`src/rtl/row_max_scheduler.sv`:
```
// rtl/row_max_scheduler.sv - sequences QK scores into the running-max stage for one attention tile
module row_max_scheduler #(
  parameter int DATA_W         = 16,
  parameter int MAX_SEQ_LENGTH = 64,
  parameter int CNT_W          = $clog2(MAX_SEQ_LENGTH) + 1
) (
  input  logic              clock,
  input  logic              reset,
  input  logic              start,
  input  logic [CNT_W-1:0]  cfg_num_keys,
  input  logic [CNT_W-1:0]  cfg_num_rows,
  output logic              busy,
  output logic              done,
  input  logic              s_vld_in,
  output logic              s_rdy_out,
  input  logic [DATA_W-1:0] s_in,
  output logic              mx_vld_out,
  input  logic              mx_rdy_in,
  output logic [DATA_W-1:0] mx_s_out,
  output logic [DATA_W-1:0] mx_m_prev_out,
  input  logic              m_fb_vld_in,
  input  logic [DATA_W-1:0] m_fb_in,
  output logic              row_max_vld,
  output logic [DATA_W-1:0] row_max,
  output logic [CNT_W-1:0]  row_idx
);

  typedef enum logic [1:0] {IDLE, ISSUE, WAIT_FB, FLUSH} state_t;

  // Signed minimum: the neutral operand for a max, so the first key of a row always wins.
  localparam logic [DATA_W-1:0] MIN_VAL = {1'b1, {(DATA_W-1){1'b0}}};

  state_t            state, state_nxt;
  logic [CNT_W-1:0]  num_keys, num_rows;
  logic [CNT_W-1:0]  key_cnt, row_cnt;
  logic [CNT_W-1:0]  key_cnt_inc, row_cnt_inc;
  logic [DATA_W-1:0] running_max;
  logic              outstanding;
  logic              issue_xfer, fb_take, last_key, last_row;

  // Counters are CNT_W wide so a count equal to MAX_SEQ_LENGTH compares without wrapping.
  assign key_cnt_inc = key_cnt + CNT_W'(1);
  assign row_cnt_inc = row_cnt + CNT_W'(1);
  assign last_key    = !(key_cnt_inc < num_keys);
  assign last_row    = !(row_cnt_inc < num_rows);
  assign issue_xfer  = (state == ISSUE) && s_vld_in && mx_rdy_in;
  assign fb_take     = (state == WAIT_FB) && outstanding && m_fb_vld_in;

  assign mx_s_out      = s_in;
  assign mx_m_prev_out = (key_cnt == '0) ? MIN_VAL : running_max;

  // State register.
  always_ff @(posedge clock) begin
    if (!reset) state <= IDLE;
    else        state <= state_nxt;
  end

  // Next-state and handshake decode; ISSUE is a pure pass-through, WAIT_FB blocks both sides.
  always_comb begin
    state_nxt  = state;
    busy       = (state != IDLE);
    s_rdy_out  = 1'b0;
    mx_vld_out = 1'b0;
    case (state)
      IDLE: begin
        if (start) begin
          state_nxt = ((cfg_num_keys == '0) || (cfg_num_rows == '0)) ? FLUSH : ISSUE;
        end
      end
      ISSUE: begin
        mx_vld_out = s_vld_in;
        s_rdy_out  = mx_rdy_in;
        if (issue_xfer) state_nxt = WAIT_FB;
      end
      WAIT_FB: begin
        if (fb_take) begin
          if (!last_key || !last_row) state_nxt = ISSUE;
          else                        state_nxt = FLUSH;
        end
      end
      FLUSH: state_nxt = IDLE;
      default: state_nxt = IDLE;
    endcase
  end

  // Config latch, key/row tracking, running max feedback and registered row/done reporting.
  always_ff @(posedge clock) begin
    if (!reset) begin
      num_keys    <= '0;
      num_rows    <= '0;
      key_cnt     <= '0;
      row_cnt     <= '0;
      running_max <= MIN_VAL;
      outstanding <= 1'b0;
      done        <= 1'b0;
      row_max_vld <= 1'b0;
      row_max     <= '0;
      row_idx     <= '0;
    end else begin
      done        <= (state == FLUSH);
      row_max_vld <= 1'b0;
      if ((state == IDLE) && start) begin
        num_keys <= cfg_num_keys;
        num_rows <= cfg_num_rows;
        key_cnt  <= '0;
        row_cnt  <= '0;
      end
      if (issue_xfer) outstanding <= 1'b1;
      if (fb_take) begin
        running_max <= m_fb_in;
        outstanding <= 1'b0;
        if (last_key) begin
          key_cnt     <= '0;
          row_cnt     <= row_cnt_inc;
          row_max_vld <= 1'b1;
          row_max     <= m_fb_in;
          row_idx     <= row_cnt;
        end else begin
          key_cnt <= key_cnt_inc;
        end
      end
    end
  end

endmodule
```
`config.mk`:
```
export PLATFORM = sky130hd
export DESIGN_NAME = row_max_scheduler
export DESIGN_NICKNAME = d
export VERILOG_FILES = /design/src/rtl/row_max_scheduler.sv
export SDC_FILE = /design/constraint.sdc
export NUM_CORES = 1
export LEC_CHECK = 0
export CAP_MARGIN = 20
export CORE_MARGIN = 3
export CORE_UTILIZATION = 45
export DETAILED_ROUTE_END_ITERATION = 8
export PLACE_DENSITY = 0.79
export SETUP_SLACK_MARGIN = 0.3
export SLEW_MARGIN = 20
export SYNTH_ARGS = -nofsm -noshare
export SYNTH_HDL_FRONTEND = slang
export SYNTH_SLANG_ARGS = --single-unit
```
`constraint.sdc`:
```
create_clock -name clock -period 4.3 [get_ports clock]
set_clock_uncertainty 0.05 [all_clocks]
set_input_delay 0.86 -clock clock [delete_from_list [all_inputs] [get_ports clock]]
set_output_delay 0.86 -clock clock [all_outputs]
set_load 0.005 [all_outputs]
```
==> results of run 1 <==
[state kept, by name, indices dropped and copies added (netlist names)]
register     count
row_cnt          7
key_cnt          7
done             1
state            2
num_keys         7
row_idx          7
num_rows         7
running_max     16
outstanding      1
row_max         16
row_max_vld      1
[final cells by class]
cell class	count	area, sq um	share of cell area [%]
repair buffers	82	808	18.4
clock inverters	4	76.3	1.73
clock buffers	12	145	3.30
inverters	16	60.1	1.36
well taps	99	124	2.81
flip-flops and latches	72	1440	32.7
multi-input cells	316	1750	39.7
[where the power goes]
| part | leakage [nW] | internal, mW | switching, mW | total, mW |
|---|---|---|---|---|
| sequential | 0.582 | 0.679 | 0.00882 | 0.688 |
| clock | 0.107 | 0.345 | 0.248 | 0.593 |
| combinational | 0.935 | 0.0621 | 0.0765 | 0.139 |
| total | 1.63 | 1.09 | 0.333 | 1.42 |
[cell usage in the layout (no fill, tap or decap), drive strengths merged, types with 4 or more instances in the layout]
cell	instances
a21oi	37
and3	6
and2	18
inv	17
o21ai	38
clkbuf	12
ha	15
buf	4
nand3	34
xnor2	6
dfxtp	72
nor2	14
nand4	7
nor4	5
clkdlybuf4s50	78
nand2	102
nor3	9
[final timing paths]
| check | from | end | slack (ns) | depth (start not counted) |
|---|---|---|---|---|
| max reg2reg | key_cnt[0] | row_max[4] | 1.27 | 11 |
| max | key_cnt[2] | mx_m_prev_out[8] | 1.24 | 4 |
| min | running_max[3] | running_max[3] | 0.40 | 2 |
| min reg2reg | running_max[3] | running_max[3] | 0.40 | 2 |
[worst min-delay path: stages (launching register included)]
cell,delay (ns)
dfxtp_1,0.31
nand2_1,0.05
a21oi_1,0.05
[layer usage]
metal	vias up	global-route usage (%)	share of wire (%)
li1	1583	-	-
met1	1479	23.6	42
met2	79	33.1	51
met3	24	3.61	4.7
met4	0	9.27	2.4
met5	-	0	0
[kinds of logic after synthesis]
logic type,after synthesis
xor+xnor,9
simple gates,206
compound gates,86
fa+ha+maj,15
buf+inv,58
flops,72
[through the flow]
step / std cells / utilization (%)
3_5_place_dp: 585 / 56.4
6_report: 601 / 59.4
3_3_place_gp: 585 / 56.4
5_1_grt: 601 / 59.4
2_1_floorplan: 446 / -
4_1_cts: 601 / 59.4
==> results.cfg, run 1 <==
[pwr]
pwr_density_cell_nw_per_um2 = 322
peakVddDrop_uv = 150
p_total_mw = 1.42
p_leak_nw = 1.63

[sta]
max_freq_ghz = 0.327
tns_ns = 0
fin_crit_ns = 3.06
tightest_slew_ns = 0.851
slew_viol_final = 0
worst_slack_ns = 1.24
rsz0062_at_grt = false
slew_headroom_pct = 43.2
setup_viol = 0
post-route-period-util_pct = 71.1
hold_ws_ns = 0.402
hold_viol = 0

[clock_network]
cts_hold_buf = 0
tritoncts = built
clock-sinks = 72
cts_made_buffers = 9
cts_setup_buffers = 0
cts_buffer_depth = 2
ctsResizeCount = 0
worstSkewPairLatency_ns = 0.34
h-tree-depth = 3
clkTransAtPathRegs_ns = 0.08
cts-root-buf = clkbuf_8

[floorplan]
die_y_um = 94.1
io_pins = 112
row_count = 31
die_w_um = 94.1
core-area_sq_um = 7410
dieArea_sq_um = 8860
start_util_pct = 47.2

[yosys]
synth-compound-area-share_pct = 14.4
synth_seq_area_share_pct = 41.2
synth.yosys.warnings = 0
synth-edff-count = 0
synth_xor_area_share_pct = 2.26
synth_fp_nets = 513
yosysTopAreaCell = dfxtp_1
synth_ff_type = dfxtp_1
yosysMostFrequentCell = nand2_1
synth.area.top_cells = dfxtp_1 41%, nand2_1 11%, ha_1 5.4%
yosys.area_share.simple_pct = 27.7
synthMuxAreaShare_pct = 0
yosysTopAreaCellShare_pct = 41.2
ys_async_sr_fraction_pct = 0
synth_cell_type_count = 39
synth_seq_cells = 72
synth_commonest_cells = 102 x nand2_1, 72 x dfxtp_1, 37 x a21oi_1
netlist_area_sq_um = 3490
postSynthCellCount = 446
syn_avg_cell_area_sq_um = 7.84
synth_top_family_by_area = simple AND/OR/NAND/NOR gates
synth_fa_ha_area_share_pct = 5.37

[grt]
grt_pass1_vias = 3104
grt_usage_pct = 19.5
antenna_found_initial = 0
grt_pass1_wl_um = 13900
grt_max_degree = 65
grt_overflow = 0

[placement]
port_buffers = 79
place_ws_ns = 1.28
gp_congestion = 0.877
place_area_sq_um = 4180
hpwlAfterDp_um = 6040

[layout]
finish.instance_area_sq_um = 4400
diodes = 0
num-nets-final = 564
fill_cells = 686
synthToLayoutAreaGrowth_pct = 26.0
drive_gt1_share_pct = 6.77

[critical_path]
slowest_delay_ns = 0.44
crit_fanout = 16
slowest_stage = clkdlybuf4s50_1
critPathCaptureType = primary output
cp.arrival_ns = 2.15
crit_chain = nor4_1 > nand3b_1 > and2_1 > clkdlybuf4s50_1
path_class = reg2out
critPathBufInv = 1
required_ns = 3.39
crit_family = simple AND/OR/NAND/NOR gates
start_kind = flip-flop

[route]
viasPerCell = 5.27
drc = 0
wl_per_cell_um = 13.7
vias = 3165
dr.pass1.iters = 5
drt_iter0_drc = 109
ant_nets = 0
route.final.wire_length_um = 8260

[hold_path]
min-delay-path-class = reg2reg

[job]
maxCapViolCount = 0

[run_status]
status = finished, final reports clean
No activity file was read; power rests on OpenSTA's default activity.
==> run 2, diff against run 1 <==
Settings changed: CORE_UTILIZATION 45 to 42, PLACE_DENSITY 0.79 to 0.78.
Clock period 4.3 ns to 2.76 ns, I/O delays scaled along.
==> results.cfg, run 2 (synthesis gave the netlist of run 1 again) <==
[run_status]
status = finished, final reports clean

[clock_network]
clkTransAtPathRegs_ns = 0.08
h-tree-depth = 3
worstSkewPairLatency_ns = 0.36
cts_buffer_depth = 2
clock-sinks = 72
tritoncts = built
cts_made_buffers = 9
cts_hold_buf = 0
cts-root-buf = clkbuf_8

[layout]
diodes = 0
final_cell_mix = 102 x nand2_1, 78 x clkdlybuf4s50_1, 66 x dfxtp_1
synthToLayoutAreaGrowth_pct = 31.5
drive_gt1_share_pct = 12.4
num-nets-final = 577
final_common_cell = nand2_1
top_regs = row_max: 16 flops, running_max: 16 flops

[critical_path]
path_class = reg2out
start_kind = flip-flop
r2r_slack_ns = 0.33
r2r.worst_path.cells = 11
critPathCaptureType = primary output
required_ns = 2.16
cp.arrival_ns = 1.90
crit_start = key_cnt[0]
crit_fanout = 16
r2r_end = row_max[7]
reg2reg_from = key_cnt[2]
crit_path_end = mx_m_prev_out[0]

[sta]
post-route-period-util_pct = 90.6
rsz0062_at_grt = true
max_freq_ghz = 0.400
fin_crit_ns = 2.50
slew_headroom_pct = 50.0
tightest_slew_ns = 0.749
hold_ws_ns = 0.401
setup_viol = 0
tns_ns = 0
hold_viol = 0
slew_viol_final = 0

[grt]
met2_usage_pct = 28.7
grt_max_degree = 65
grt_overflow = 0
grt_pass1_vias = 2957
antenna_found_initial = 0
use_met1_pct = 21.3
grt_usage_pct = 17.4
top_usage_layer = met2
grt_pass1_wl_um = 13600
met3_usage_pct = 5.31

[route]
ant_nets = 0
route.final.wire_length_um = 8300
viasPerCell = 5.15
dr.pass1.iters = 5
drc = 0
wl_per_cell_um = 13.5
vias = 3177
drt_iter0_drc = 142

[pwr]
pwr_density_cell_nw_per_um2 = 454
peakVddDrop_uv = 251
p_leak_nw = 1.71

[placement]
hpwlAfterDp_um = 5810
port_buffers = 79
gp_congestion = 0.903

[job]
maxCapViolCount = 0

[floorplan]
die_w_um = 97.2
die_y_um = 97.2
io_pins = 112
row_count = 32
start_util_pct = 44.3
dieArea_sq_um = 9450
core-area_sq_um = 7890

[hold_path]
min-delay-path-class = reg2reg
[run 2: where the power goes]
part | internal [mW] | switching [mW] | total [mW]
clock network | 0.343 | 0.442 | 0.784
registers | 1.06 | 0.0143 | 1.07
logic | 0.105 | 0.124 | 0.228
total | 1.51 | 0.580 | 2.08
[run 2: final cells by class]
| class | instances | area (sq um) |
|---|---|---|
| well taps | 102 | 128 |
| clock inverters | 7 | 61.3 |
| flip-flops and latches | 72 | 1450 |
| fillers | 720 | 3290 |
| clock buffers | 9 | 124 |
| inverters | 16 | 60.1 |
| repair buffers | 94 | 968 |
| multi-input cells | 317 | 1800 |
[run 2: through the flow]
stage	cell area [sq um]	worst slack, ns	power, mW	util (%)	instances
2_1_floorplan	3490	0.434	1.23	-	446
3_5_place_dp	4230	0.0362	1.31	53.7	593
3_3_place_gp	4230	0.191	1.31	53.7	593
6_report	4590	0.259	2.08	58.2	617
4_1_cts	4540	0.249	2.10	57.6	616
5_1_grt	4590	0.150	2.18	58.2	617
[run 2: how the worst min path moves through the flow]
stage,start,depth (start not counted),endpoint,slack [ns]
finish,running_max[0],2,running_max[0],0.40
detailed placement,running_max[2],2,running_max[2],0.39
global route,running_max[2],2,running_max[2],0.43
CTS,running_max[2],2,running_max[2],0.40
global placement,running_max[8],2,running_max[8],0.39
floorplan,running_max[15],2,running_max[15],0.38
[run 2: what timing repair did]
| item | CTS | global route |
|---|---|---|
| gates resized for setup | 7 | 15 |
| cloned | 2 | 0 |
| endpoints found under the setup margin | 47 | 56 |
| pin swaps | 5 | 7 |
| setup buffers | 5 | 1 |
[run 2: critical path, stage by stage (launching register included)]
cell	delay, ns
dfxtp_2	0.36
inv_1	0.07
ha_1	0.21
nand3b_1	0.10
buf_6	0.16
and2_1	0.15
clkdlybuf4s50_1	0.50
[run 2: layer usage]
| metal | up-vias | part of all wire, % |
|---|---|---|
| met5 | - | 0 |
| met4 | 0 | 2.9 |
| met3 | 24 | 5.9 |
| met2 | 100 | 47 |
| met1 | 1434 | 44 |
| li1 | 1619 | - |
